$ cat config.mk
export PLATFORM = sky130hd
export DESIGN_NAME = wb_stage
export DESIGN_NICKNAME = d
export VERILOG_FILES = /design/src/rtl/wb_pkg.sv /design/src/rtl/wb_stage_load_align.sv /design/src/rtl/wb_stage.sv
export SDC_FILE = /design/constraint.sdc
export NUM_CORES = 1
export LEC_CHECK = 0
export CAP_MARGIN = 10
export CORE_AREA = 3 3 114 116
export CTS_BUF_LIST = sky130_fd_sc_hd__clkbuf_16
export DETAILED_ROUTE_END_ITERATION = 10
export DIE_AREA = 0 0 117 119
export MAX_ROUTING_LAYER = met4
export PLACE_DENSITY_LB_ADDON = 0.08
export SYNTH_ARGS = -nofsm -noshare
export SYNTH_HDL_FRONTEND = slang
export SYNTH_HIERARCHICAL = 1
export SYNTH_SLANG_ARGS = --single-unit
$ cat constraint.sdc
create_clock -name clk_in -period 2.6 [get_ports clk_in]
set_input_delay 0.39 -clock clk_in [delete_from_list [all_inputs] [get_ports clk_in]]
set_output_delay 0.39 -clock clk_in [all_outputs]
set_load 0.005 [all_outputs]
$ cat src/rtl/wb_pkg.sv
// Shared encodings for the write-back stage: wb_sel sources, load funct3
// codes, FSM state type and the load-misalignment rule.
// Imported by wb_stage and load_align.
package wb_pkg;

    // Write-back source select
    localparam logic [1:0] WB_SEL_ALU  = 2'b00;
    localparam logic [1:0] WB_SEL_LOAD = 2'b01;
    localparam logic [1:0] WB_SEL_PC4  = 2'b10;
    localparam logic [1:0] WB_SEL_IMM  = 2'b11;

    // Load funct3 encodings; any other value behaves as LW
    localparam logic [2:0] LD_LB  = 3'b000;
    localparam logic [2:0] LD_LH  = 3'b001;
    localparam logic [2:0] LD_LW  = 3'b010;
    localparam logic [2:0] LD_LBU = 3'b100;
    localparam logic [2:0] LD_LHU = 3'b101;

    typedef enum logic {
        ST_IDLE     = 1'b0,
        ST_WAIT_MEM = 1'b1
    } wb_state_e;

    // Byte loads are never misaligned; halfwords need an even offset;
    // words (including unlisted encodings) need offset 0.
    function automatic logic load_misaligned(input logic [2:0] load_type,
                                             input logic [1:0] offset);
        logic mis;
        case (load_type)
            LD_LB, LD_LBU: mis = 1'b0;
            LD_LH, LD_LHU: mis = offset[0];
            default:       mis = (offset != 2'b00);
        endcase
        return mis;
    endfunction

endpackage

$ cat src/rtl/wb_stage_load_align.sv
// load_align: selects the addressed byte/halfword of a loaded word and
// sign- or zero-extends it to 32 bits. Purely combinational (latency 0).
// Ports: word_i (read word), offset_i (byte offset), load_type_i (funct3), data_o.
module load_align
    import wb_pkg::*;
(
    input  logic [31:0] word_i,
    input  logic [1:0]  offset_i,
    input  logic [2:0]  load_type_i,
    output logic [31:0] data_o
);

    logic [7:0]  byte_sel;
    logic [15:0] half_sel;

    always_comb begin
        byte_sel = word_i[{offset_i, 3'b000} +: 8];
        // Halfword choice ignores offset[0]; odd offsets are flagged upstream.
        half_sel = offset_i[1] ? word_i[31:16] : word_i[15:0];
        case (load_type_i)
            LD_LB:   data_o = {{24{byte_sel[7]}}, byte_sel};
            LD_LBU:  data_o = {24'h000000, byte_sel};
            LD_LH:   data_o = {{16{half_sel[15]}}, half_sel};
            LD_LHU:  data_o = {16'h0000, half_sel};
            default: data_o = word_i;
        endcase
    end

endmodule

$ cat src/rtl/wb_stage.sv
// wb_stage: pipeline write-back stage. Non-load results reach the register
// file port one cycle after the handshake; loads wait in WAIT_MEM for the
// memory read data, then write one cycle after dmem_rvalid_in.
// Backpressure: ready_out is low while a load is outstanding (no timeout).
// Ports: valid_in/ready_out handshake, instruction fields, dmem read return,
// register-file write port (wr_en/rd_addr/rd_data), misaligned flag, retire count.
module wb_stage
    import wb_pkg::*;
(
    input  logic        clk_in,
    input  logic        rst_in,
    input  logic        valid_in,
    output logic        ready_out,
    input  logic        reg_wr_in,
    input  logic [4:0]  rd_addr_in,
    input  logic [1:0]  wb_sel_in,
    input  logic [31:0] alu_result_in,
    input  logic [31:0] pc_plus4_in,
    input  logic [31:0] imm_in,
    input  logic [2:0]  load_type_in,
    input  logic        dmem_rvalid_in,
    input  logic [31:0] dmem_rdata_in,
    output logic        wr_en_out,
    output logic [4:0]  rd_addr_out,
    output logic [31:0] rd_data_out,
    output logic        misaligned_out,
    output logic [31:0] retired_cnt_out
);

    wb_state_e   state_q, state_d;

    // Fields of the outstanding load
    logic [4:0]  ld_rd_q,     ld_rd_d;
    logic        ld_wr_q,     ld_wr_d;
    logic [2:0]  ld_type_q,   ld_type_d;
    logic [1:0]  ld_off_q,    ld_off_d;

    // Registered outputs
    logic        wr_en_q,     wr_en_d;
    logic [4:0]  rd_addr_q,   rd_addr_d;
    logic [31:0] rd_data_q,   rd_data_d;
    logic        mis_q,       mis_d;
    logic [31:0] retired_q,   retired_d;

    logic [31:0] direct_data;
    logic [31:0] load_data;
    logic        ld_mis;

    load_align u_load_align (
        .word_i      (dmem_rdata_in),
        .offset_i    (ld_off_q),
        .load_type_i (ld_type_q),
        .data_o      (load_data)
    );

    always_comb begin
        case (wb_sel_in)
            WB_SEL_PC4: direct_data = pc_plus4_in;
            WB_SEL_IMM: direct_data = imm_in;
            default:    direct_data = alu_result_in;
        endcase
    end

    assign ld_mis = load_misaligned(ld_type_q, ld_off_q);

    always_comb begin
        state_d   = state_q;
        ld_rd_d   = ld_rd_q;
        ld_wr_d   = ld_wr_q;
        ld_type_d = ld_type_q;
        ld_off_d  = ld_off_q;
        wr_en_d   = 1'b0;
        mis_d     = 1'b0;
        rd_addr_d = rd_addr_q;   // address/data hold outside write cycles
        rd_data_d = rd_data_q;
        retired_d = retired_q;

        case (state_q)
            ST_IDLE: begin
                // dmem_rvalid_in is deliberately not looked at here.
                if (valid_in) begin
                    if (wb_sel_in == WB_SEL_LOAD) begin
                        state_d   = ST_WAIT_MEM;
                        ld_rd_d   = rd_addr_in;
                        ld_wr_d   = reg_wr_in;
                        ld_type_d = load_type_in;
                        ld_off_d  = alu_result_in[1:0];
                    end else begin
                        retired_d = retired_q + 32'd1;
                        if (reg_wr_in && (rd_addr_in != 5'd0)) begin
                            wr_en_d   = 1'b1;
                            rd_addr_d = rd_addr_in;
                            rd_data_d = direct_data;
                        end
                    end
                end
            end
            ST_WAIT_MEM: begin
                if (dmem_rvalid_in) begin
                    state_d   = ST_IDLE;
                    retired_d = retired_q + 32'd1;
                    mis_d     = ld_mis;
                    if (!ld_mis && ld_wr_q && (ld_rd_q != 5'd0)) begin
                        wr_en_d   = 1'b1;
                        rd_addr_d = ld_rd_q;
                        rd_data_d = load_data;
                    end
                end
            end
            default: state_d = ST_IDLE;
        endcase
    end

    always_ff @(posedge clk_in or negedge rst_in) begin
        if (!rst_in) begin
            state_q   <= ST_IDLE;
            ld_rd_q   <= 5'd0;
            ld_wr_q   <= 1'b0;
            ld_type_q <= 3'd0;
            ld_off_q  <= 2'd0;
            wr_en_q   <= 1'b0;
            rd_addr_q <= 5'd0;
            rd_data_q <= 32'd0;
            mis_q     <= 1'b0;
            retired_q <= 32'd0;
        end else begin
            state_q   <= state_d;
            ld_rd_q   <= ld_rd_d;
            ld_wr_q   <= ld_wr_d;
            ld_type_q <= ld_type_d;
            ld_off_q  <= ld_off_d;
            wr_en_q   <= wr_en_d;
            rd_addr_q <= rd_addr_d;
            rd_data_q <= rd_data_d;
            mis_q     <= mis_d;
            retired_q <= retired_d;
        end
    end

    assign ready_out       = (state_q == ST_IDLE);
    assign wr_en_out       = wr_en_q;
    assign rd_addr_out     = rd_addr_q;
    assign rd_data_out     = rd_data_q;
    assign misaligned_out  = mis_q;
    assign retired_cnt_out = retired_q;

endmodule

==> key figures, run 1 <==
Floorplanning
  – Total core area: 0.0120 mm²
  – # rows: 40
  – Die Y-Extent: ~120 µm
  – Initial Util: 0.436
  – Die X: 117 µm
  – Ports: 215
  – Die Area: about 0.014 mm²

Yosys
  – Mapped Area: 0.00523 mm²
  – Synth warnings: 6
  – Mapped Cells: 526
  – Ys async rst share: 1.00
  – Number of distinct library cells after synthesis: 49
  – Post-synth EDFFs: 0
  – Sequential fraction of the synthesis area: 0.397
  – Flops & latches, synth: 83
  – Syn avg cell area: 9.95 µm²
  – Post-Syn Nets: 670
  – Post-synth top flop: dfrtp_1

Drt
  – Avg WL per Cell: 18.6 µm
  – Detailed Routing Iterations Pass 1: 4
  – Initial DRC count: about 210
  – Total Wirelength: 16400 µm
  – Routed vias/inst: 5.36
  – DRC Markers: 0
  – Vias: 4728
  – Routed Antenna Nets: 0

Finish
  – Commonest non-fill, non-tap cell in the layout: clkdlybuf4s50_1
  – Area of the multi-input gates: 0.00297 mm²
  – Seq. cell area: 0.00208 mm²
  – Most frequent cells in the layout: clkdlybuf4s50_1 (211), nand2_1 (86), dfrtp_1 (82), o21ai_0 (65), mux2_2 (57)
  – Nets: 873
  – # fillers: 1038
  – Area grow syn2layout: 48.4%
  – Ratio of cells with drive above 1 in the final layout: 0.157

Power
  – Max rail drop VDD: 0.493 mV
  – Total power: 0.00517 W
  – LEAKAGE: 3.15 nW
  – Power per cell area: 665 mW/mm²

Timing
  – Final min period: 2.13 ns
  – Endpoints failing setup: 0
  – Share of the clock period used by the worst path: 0.820
  – Fin. Hold Viols: 0
  – TNS Setup: 0 ns
  – Slew of the pin with the lowest slew margin: 0.579 ns
  – Final Slew Violations: 0
  – Max-slew headroom: 0.614
  – RSZ-0062 raised after global routing: false
  – Max Clock Freq: 469 MHz
  – Final Skew: 0.00676 ns

GRT
  – Vias in the first global route: 4783
  – Total GRT Usage: 0.240
  – First-pass GRT wire length: 25500 µm
  – Largest net degree at the start of global routing: 65
  – Remaining global-route overflow: 0
  – Initial antenna violation count: 1

Clock tree
  – CTS sink cnt: 83
  – Post-CTS Setup Repair Bufs: 0
  – Post-CTS resize count: 0
  – Hold-fix buffers, CTS: 0
  – Clock latency at the later pin of the worst-skew pair: 0.33 ns
  – H-tree depth: 3
  – Clk slew on worst S/H paths: 0.06 ns
  – CTS max path bufs: 2
  – CTS root buffer: clkbuf_16
  – TritonCTS Buffers: 9
  – CTS tree: done

Run
  – Max-cap viol count: 0

Setup path
  – Crit path DAT: 2.35 ns
  – CP Capture Type: register
  – Data required, critical path: 2.82 ns
  – Buffer and inverter count on the worst path: 1
  – Setup crit start kind: register
  – Crit-path cells: buf_4 -> mux2i_1 -> nor2_1 -> a221o_1 -> nand2_1 -> o21ai_0 -> mux2_2
  – Crit path max-delay family: flip-flops
  – CP max stage delay: between 0.6 and 0.7 ns
  – CP Max Fanout: 16
  – Crit Path Class: register to register
  – Crit path max-delay cell type: dfrtp_1

Run status
  – Status: finished, final reports clean

Placed design
  – Final GP Congestion: 0.918
  – IO buf count: 214
  – DP HPWL: about 13000 µm

Hold path
  – Hold Crit Class: input pin to async pin
## power breakdown
group          leakage [nW]  total, W  switching (W)  internal, W
registers              1.02   0.00189       0.000275      0.00162
clock network         0.130   0.00119       0.000541     0.000651
logic                  2.00   0.00208       0.000810      0.00127
total                  3.15   0.00517        0.00163      0.00354
## synth_stat cells, drive strengths merged (2+ instances only)
cell     instances  area share
nand2           86       0.062
dfrtp           83        0.40
o21ai           67       0.065
mux2            58        0.13
mux2i           38       0.073
buf             23       0.026
xnor2           23       0.038
a2bb2oi         20       0.050
nor2            15       0.011
clkbuf          12      0.0086
nor2b           11       0.013
nand3           10      0.0096
nand4           10       0.012
a21oi            8      0.0077
xor2             8       0.013
a221o            6       0.011
and3             6      0.0072
nor3             5      0.0057
o221ai           5      0.0084
inv              4      0.0029
o21a             4      0.0072
or4              3      0.0050
a22o             2      0.0033
and2             2      0.0024
nand2b           2      0.0024
nor4             2      0.0081
## sequential cells by signal (all words and copies together) (netlist names)
name,cells
rd_data_out,32
ld_off_q,2
rd_addr_out,5
ld_type_q,3
misaligned_out,1
retired_cnt_out,32
state_q,1
ld_wr_q,1
ld_rd_q,5
wr_en_out,1
## logic make-up after synthesis
logic type | synth area share
DFF | 0.397
adders and majority gates | 0.00239
buffers and inverters | 0.0378
and+or+nand+nor | 0.147
AOI/OAI and AO/OA | 0.166
xor gates and xnor gates | 0.0519
muxes | 0.198
## metal layers
layer / GRT usage / part of all wire
met5: - / 0
met2: 0.383 / 0.49
met4: 0.0609 / 0.017
met1: 0.310 / 0.42
met3: 0.0523 / 0.073
## worst paths after layout
kind	cells past startpoint	slack, ns	start	to
max	7	0.47	ld_off_q[1]	rd_data_out[6]
min	1	0.02	rst_in	rd_data_out[31]
max reg2reg	7	0.47	ld_off_q[1]	rd_data_out[6]
min reg2reg	1	0.48	retired_cnt_out[31]	retired_cnt_out[31]
max in group asynchronous	2	1.86	rst_in	ld_wr_q
min in group clk_in	1	0.48	retired_cnt_out[31]	retired_cnt_out[31]
## per-stage QoR
stage                     setup slack (ns)   util  area, µm²  hold slack [ns]  std cells
after floorplan                      0.714      -       5230           0.0944        526
after global placement               0.193  0.624       7490            0.378        865
after detailed placement             0.163  0.624       7490            0.387        865
after CTS                            0.474  0.647       7770           0.0272        881
after global routing                 0.293  0.647       7770           0.0567        882
final                                0.467  0.647       7770           0.0155        882
## area by class of cell
type | count | share of cell area
multi-input combinational | 403 | 0.382
clock buffer | 9 | 0.0290
sequential | 83 | 0.268
inverter | 5 | 0.00242
tap | 147 | 0.0237
clock inverter | 7 | 0.00644
timing repair buffer | 227 | 0.288
antenna | 1 | 0.000322
## worst reg2reg max path: cells and delay by family (launching register included)
| family | cells | cell delay (ns) |
|---|---|---|
| buf+inv | 1 | 0.29 |
| flops | 1 | 0.67 |
| mux | 2 | 0.56 |
| compound gates | 2 | 0.37 |
| simple gates | 2 | 0.14 |
Note: power is estimated with default switching activity, not from simulation.
==> run 2: changes to the inputs <==
Settings changed: CORE_AREA 3 3 114 116 to 3 3 119 121, DIE_AREA 0 0 117 119 to 0 0 122 124.
Clock period 2.6 ns to 1.95 ns, I/O delays scaled along.
==> key figures, run 2 (same netlist as run 1, synthesis figures left out) <==
Clock tree
  – CTS tree: done (unchanged)
  – CTS root buffer: clkbuf_16 (unchanged)
  – H-tree depth: 3 (unchanged)
  – Clk slew on worst S/H paths: 0.07 ns (was 0.06 ns)
  – CTS sink cnt: 83 (unchanged)
  – Clock latency at the later pin of the worst-skew pair: 0.35 ns (was 0.33 ns)
  – CTS max path bufs: 2 (unchanged)
  – TritonCTS Buffers: 9 (unchanged)

Floorplanning
  – Die Area: 0.0151 mm² (was 0.0139 mm²)
  – # rows: 42 (was 40)
  – Initial Util: 0.397 (was 0.436)
  – Die X: 122 µm (was 117 µm)
  – Die Y-Extent: 124 µm (was 119 µm)
  – Ports: 215 (unchanged)
  – Total core area: 0.0132 mm² (was 0.0120 mm²)

Finish
  – Nets: 931 (was 873)
  – Commonest non-fill, non-tap cell in the layout: clkdlybuf4s50_1 (unchanged)
  – Antenna Cells: 0 (was 1)
  – Area grow syn2layout: 59.5% (was 48.4%)
  – Finished Layout Cells: 968 (was 882)
  – Most frequent cells in the layout: clkdlybuf4s50_1 (211), nand2_1 (86), dfrtp_1 (79), o21ai_0 (65), buf_4 (64) (was clkdlybuf4s50_1 (211), nand2_1 (86), dfrtp_1 (82), o21ai_0 (65), mux2_2 (57))
  – Ratio of cells with drive above 1 in the final layout: 0.230 (was 0.157)

Setup path
  – Data required, critical path: 2.18 ns (was 2.82 ns)
  – Crit Path Class: input pin to register (was register to register)
  – CP Max Fanout: 19 (was 16)
  – Flop2flop setup slack: 0.06 ns (was 0.47 ns)
  – Worst Reg2Reg Path Length in Cells: 6 (was 7)
  – Crit path DAT: 2.14 ns (was 2.35 ns)
  – CP Capture Type: register (unchanged)
  – FF-to-FF End: rd_data_out[4] (was rd_data_out[6])
  – Setup crit start kind: input pin (was register)
  – Worst r2r src: ld_type_q[0] (was ld_off_q[1])

Timing
  – Max-slew headroom: 0.639 (was 0.614)
  – Endpoints failing setup: 0 (unchanged)
  – Fin. Hold Viols: 0 (unchanged)
  – Max Clock Freq: 523 MHz
  – TNS Setup: 0 ns (unchanged)
  – Final Skew: 0.00743 ns (was 0.00676 ns)
  – Final Slew Violations: 0 (unchanged)
  – Final min period: 1.91 ns
  – Share of the clock period used by the worst path: 0.980
  – Slew of the pin with the lowest slew margin: 0.541 ns (was 0.579 ns)
  – RSZ-0062 raised after global routing: true (was false)

Placed design
  – Cells after DPL: 943 (was 865)
  – Final GP Congestion: 0.893 (was 0.918)
  – IO buf count: 214 (unchanged)
  – DP HPWL: 12600 µm (about the same)

Drt
  – Initial DRC count: 233 (was 209)
  – Vias: 4912 (was 4728)
  – Detailed Routing Iterations Pass 1: 4 (unchanged)
  – DRC Markers: 0 (unchanged)
  – Avg WL per Cell: 16.9 µm (was 18.6 µm)
  – Routed vias/inst: 5.07 (was 5.36)
  – Total Wirelength: 16300 µm (was 16400 µm)
  – Routed Antenna Nets: 0 (unchanged)

Power
  – Sequential power share: 0.348 (was 0.366)
  – Sw Pwr: 0.00227 W (was 0.00163 W)
  – Combinational share of power: 0.417 (was 0.403)
  – Int Pwr: 0.00493 W (was 0.00354 W)
  – LEAKAGE: 3.46 nW (was 3.15 nW)
  – Sw Ratio: 0.315 (about the same)
  – Clock power frac: 0.235 (was 0.230)
  – Max rail drop VDD: 0.474 mV (was 0.493 mV)
  – Power per cell area: 862 mW/mm² (was 665 mW/mm²)

GRT
  – Vias in the first global route: 5045 (was 4783)
  – Largest net degree at the start of global routing: 65 (unchanged)
  – Total GRT Usage: 0.221 (was 0.240)
  – Initial antenna violation count: 0 (was 1)
  – Remaining global-route overflow: 0 (unchanged)
  – First-pass GRT wire length: 25500 µm (about the same)

Run status
  – Status: finished, final reports clean (unchanged)

Run
  – Max-cap viol count: 0 (unchanged)

Hold path
  – Hold Crit Class: input pin to async pin (unchanged)
-- run 2: cell count changes in the layout (fill, tap and decap cells not counted), sizes merged --
cell	before	now
buf	16	73
clkinv	4	0
inv	6	10
diode	1	0
dlygate4sd3	0	1
-- run 2: worst max-delay path, stage by stage --
cell,delay [ns]
clkdlybuf4s50_1,0.44
or4_1,0.54
o211ai_1,0.27
o21ai_4,0.14
buf_12,0.18
mux2_2,0.28
-- run 2: metrics by stage --
stage               hold slack [ns]  power [W]  instance area, µm²   util  setup slack [ns]
floorplan                  -0.00309    0.00385                5230      -            0.0848
global placement              0.296    0.00542                7950  0.602            -0.307
detailed placement            0.308    0.00548                7950  0.602            -0.328
CTS                           0.480    0.00721                8250  0.625          0.000333
global route                  0.504    0.00762                8350  0.633           -0.0221
finish                        0.474    0.00720                8350  0.633            0.0387
-- run 2: final cells by class --
class                           count  area [µm²]
Inverter                            5        22.5
Multi-Input combinational cell    403        3000
Tap cell                          176         220
Sequential cell                    83        2080
Timing Repair Buffer              285        2740
Clock inverter                      7        67.6
Fill cell                        1124        4840
Clock buffer                        9         225
-- run 2: per-layer routing --
layer,track usage,part of all wire,wire length (µm),vias to the layer above
met3,0.0572,0.074,1220,13
met4,0.0518,0.012,199,0
met5,-,0,0,-
met1,0.267,0.42,6780,2329
met2,0.375,0.50,8140,154
li1,-,-,-,2416
-- run 2: worst max path at each step --
stage	startpoint	endpoint	slack [ns]	depth (start not counted)
after floorplan	retired_cnt_out[9]	retired_cnt_out[30]	0.08	5
after global placement	rd_addr_in[2]	rd_data_out[31]	-0.31	6
after detailed placement	rd_addr_in[2]	rd_data_out[4]	-0.33	6
after CTS	retired_cnt_out[8]	retired_cnt_out[24]	0.0003	6
after global routing	ld_type_q[1]	rd_data_out[28]	-0.02	6
final	rd_addr_in[2]	rd_data_out[4]	0.04	6
-- run 2: power by group through the flow --
stage	Combinational, W	Sequential, W	Clock, W
floorplan	0.00136	0.00249	0
global placement	0.00289	0.00252	0
detailed placement	0.00294	0.00253	0
CTS	0.00296	0.00251	0.00174
global route	0.00324	0.00257	0.00181
finish	0.00300	0.00251	0.00169
-- run 2: repair_timing --
| item | in CTS | in global routing |
|---|---|---|
| cloned | 0 | 0 |
| endpoints found under the hold margin | 36 | 0 |
| buffers inserted | 0 | 8 |
| hold buffers | 1 | 0 |
| setup endpoints to repair | 42 | 45 |
| gates resized for setup | 2 | 10 |
| pin swaps | 1 | 5 |
==> run 3: changes to the inputs <==
Settings changed: GPL_TIMING_DRIVEN from default to 0.
==> key figures, run 3 (same netlist as run 1, synthesis figures left out) <==
Setup path
  – CP Max Fanout: 8 (was 19)
  – CP Capture Type: register (unchanged)
  – Data required, critical path: 2.18 ns (about the same)
  – Buffer and inverter count on the worst path: 1 (was 2)
  – Setup crit start kind: register (was input pin)
  – Crit-path cells: mux2_4 -> a22oi_4 -> buf_12 -> o221ai_1 -> nand2_1 -> o21ai_0 -> mux2_2 (was clkdlybuf4s50_1 -> or4_1 -> o211ai_1 -> o21ai_4 -> buf_12 -> mux2_2)
  – CP max stage delay: 0.47 ns (was 0.54 ns)
  – Crit Path Class: register to register (was input pin to register)
  – Crit path DAT: 2.14 ns (about the same)
  – Crit path max-delay cell type: dfrtp_2 (was or4_1)
  – Crit path max-delay family: multiplexers (was buffers and inverters)

Drt
  – Vias: 4987 (was 4912)
  – Initial DRC count: 172 (was 233)
  – Routed vias/inst: 5.19 (was 5.07)
  – Routed Antenna Nets: 0 (unchanged)
  – Avg WL per Cell: 18.0 µm (was 16.9 µm)
  – DRC Markers: 0 (unchanged)
  – Detailed Routing Iterations Pass 1: 4 (unchanged)
  – Total Wirelength: 17200 µm (was 16300 µm)

Timing
  – Max Clock Freq: 524 MHz (was 523 MHz)
  – TNS Setup: 0 ns (unchanged)
  – Share of the clock period used by the worst path: 0.980 (about the same)
  – Slew of the pin with the lowest slew margin: 0.533 ns (was 0.541 ns)
  – Final Hold Slack: 0.258 ns (was 0.474 ns)
  – Max-slew headroom: 0.644 (was 0.639)
  – Final min period: 1.91 ns (about the same)
  – Endpoints failing setup: 0 (unchanged)
  – Final Slew Violations: 0 (unchanged)
  – Final Skew: 0.00642 ns (was 0.00743 ns)
  – Fin. Hold Viols: 0 (unchanged)
  – RSZ-0062 raised after global routing: true (unchanged)

Floorplanning
  – Ports: 215 (unchanged)
  – Initial Util: 0.397 (unchanged)
  – # rows: 42 (unchanged)
  – Die Y-Extent: 124 µm (unchanged)
  – Die Area: 0.0151 mm² (unchanged)
  – Total core area: 0.0132 mm² (unchanged)
  – Die X: 122 µm (unchanged)

GRT
  – Vias in the first global route: 5021 (was 5045)
  – Remaining global-route overflow: 0 (unchanged)
  – First-pass GRT wire length: 26200 µm (was 25500 µm)
  – Initial antenna violation count: 0 (unchanged)
  – Total GRT Usage: 0.228 (was 0.221)
  – Largest net degree at the start of global routing: 65 (unchanged)

Placed design
  – IO buf count: 213 (was 214)
  – Area after DPL: 0.00761 mm² (was 0.00795 mm²)
  – Final GP Congestion: 0.872 (was 0.893)
  – DP HPWL: 13100 µm (was 12600 µm)

Power
  – Int Pwr: 0.00511 W (was 0.00493 W)
  – Power per cell area: 880 mW/mm² (was 862 mW/mm²)
  – Sequential power share: 0.334 (was 0.348)
  – LEAKAGE: 3.50 nW (was 3.46 nW)
  – Clock power frac: 0.242 (was 0.235)
  – Sw Pwr: 0.00230 W (was 0.00227 W)
  – Max rail drop VDD: 0.620 mV (was 0.474 mV)
  – Sw Ratio: 0.310 (was 0.315)
  – Combinational share of power: 0.423 (was 0.417)

Hold path
  – Hold Crit Class: input pin to register (was input pin to async pin)

Finish
  – # fillers: 1086 (was 1124)
  – Antenna Cells: 0 (unchanged)
  – Most frequent cells in the layout: clkdlybuf4s50_1 (209), nand2_1 (86), dfrtp_1 (76), o21ai_0 (58), mux2_2 (52) (was clkdlybuf4s50_1 (211), nand2_1 (86), dfrtp_1 (79), o21ai_0 (65), buf_4 (64))
  – Area grow syn2layout: 60.9% (was 59.5%)
  – Nets: 923 (was 931)
  – Ratio of cells with drive above 1 in the final layout: 0.223 (was 0.230)
  – Post-route design area: 0.00842 mm² (was 0.00835 mm²)
  – Commonest non-fill, non-tap cell in the layout: clkdlybuf4s50_1 (unchanged)

Clock tree
  – CTS sink cnt: 83 (unchanged)
  – CTS tree: done (unchanged)
  – CTS max path bufs: 2 (unchanged)
  – TritonCTS Buffers: 9 (unchanged)
  – H-tree depth: 3 (unchanged)
  – CTS root buffer: clkbuf_16 (unchanged)
  – Clock latency at the later pin of the worst-skew pair: 0.35 ns (about the same)
  – Clk slew on worst S/H paths: 0.07 ns (about the same)

Run status
  – Status: finished, final reports clean (unchanged)

Run
  – Max-cap viol count: 0 (unchanged)
run 3: cell types whose count changed in the layout (fill, tap and decap cells not counted), sizes merged:
cell / delta
clkdlybuf4s50: -2
clkinvlp: -1
bufinv: +1
clkinv: +3
buf: -24
clkbuf: +15
inv: -3
dlymetal6s2s: +3
run 3: power by group through the flow:
stage               Sequential [W]  Combinational (W)  Clock (W)
floorplan                  0.00249            0.00136          0
finish                     0.00248            0.00314    0.00180
detailed placement         0.00251            0.00285          0
global placement           0.00249            0.00281          0
global route               0.00255            0.00337    0.00191
CTS                        0.00248            0.00292    0.00184
run 3: repair_timing:
action                                 CTS  global route
resized for setup                       20            62
setup endpoints to repair               49            56
hold buffers                             1             0
pin swaps                                3            12
gates cloned                             1             1
setup buffers                            4            22
endpoints found under the hold margin   19             0
run 3: area by class of cell:
class	count	area, µm²	share of cell area
Multi-Input combinational cell	403	3100	0.368
Clock inverter	7	83.8	0.00996
Timing Repair Buffer	243	2430	0.289
Buffer	34	256	0.0305
Clock buffer	9	225	0.0267
Tap cell	176	220	0.0262
Inverter	5	23.8	0.00282
Sequential cell	83	2090	0.248
run 3: path summary, 6_finish.rpt:
| check | startpoint | endpoint | slack [ns] | cells after the start |
|---|---|---|---|---|
| setup / recovery | ld_off_q[0] | rd_data_out[9] | 0.04 | 7 |
| hold / removal | rd_addr_in[2] | ld_rd_q[2] | 0.26 | 2 |
| setup reg to reg | ld_off_q[0] | rd_data_out[9] | 0.04 | 7 |
| hold reg to reg | retired_cnt_out[31] | retired_cnt_out[31] | 0.48 | 1 |
| max in group asynchronous | rst_in | retired_cnt_out[13] | 0.94 | 3 |
| min in group asynchronous | rst_in | rd_data_out[9] | 0.38 | 2 |
run 3: layer usage:
layer | routed length, µm | track usage
met3 | 1290 | 0.0559
met1 | 7110 | 0.276
met4 | 231 | 0.0707
met2 | 8610 | 0.379
met5 | 0 | -
run 3: stage by stage:
step | std cells | utilization | worst slack, ns | power [W]
4_1_cts | 937 | 0.608 | -0.000270 | 0.00724
6_report | 960 | 0.638 | 0.0398 | 0.00741
3_3_place_gp | 915 | 0.575 | -2.47 | 0.00530
3_5_place_dp | 916 | 0.577 | -0.503 | 0.00536
5_1_grt | 960 | 0.638 | -0.0491 | 0.00783
2_1_floorplan | 526 | - | 0.0848 | 0.00385
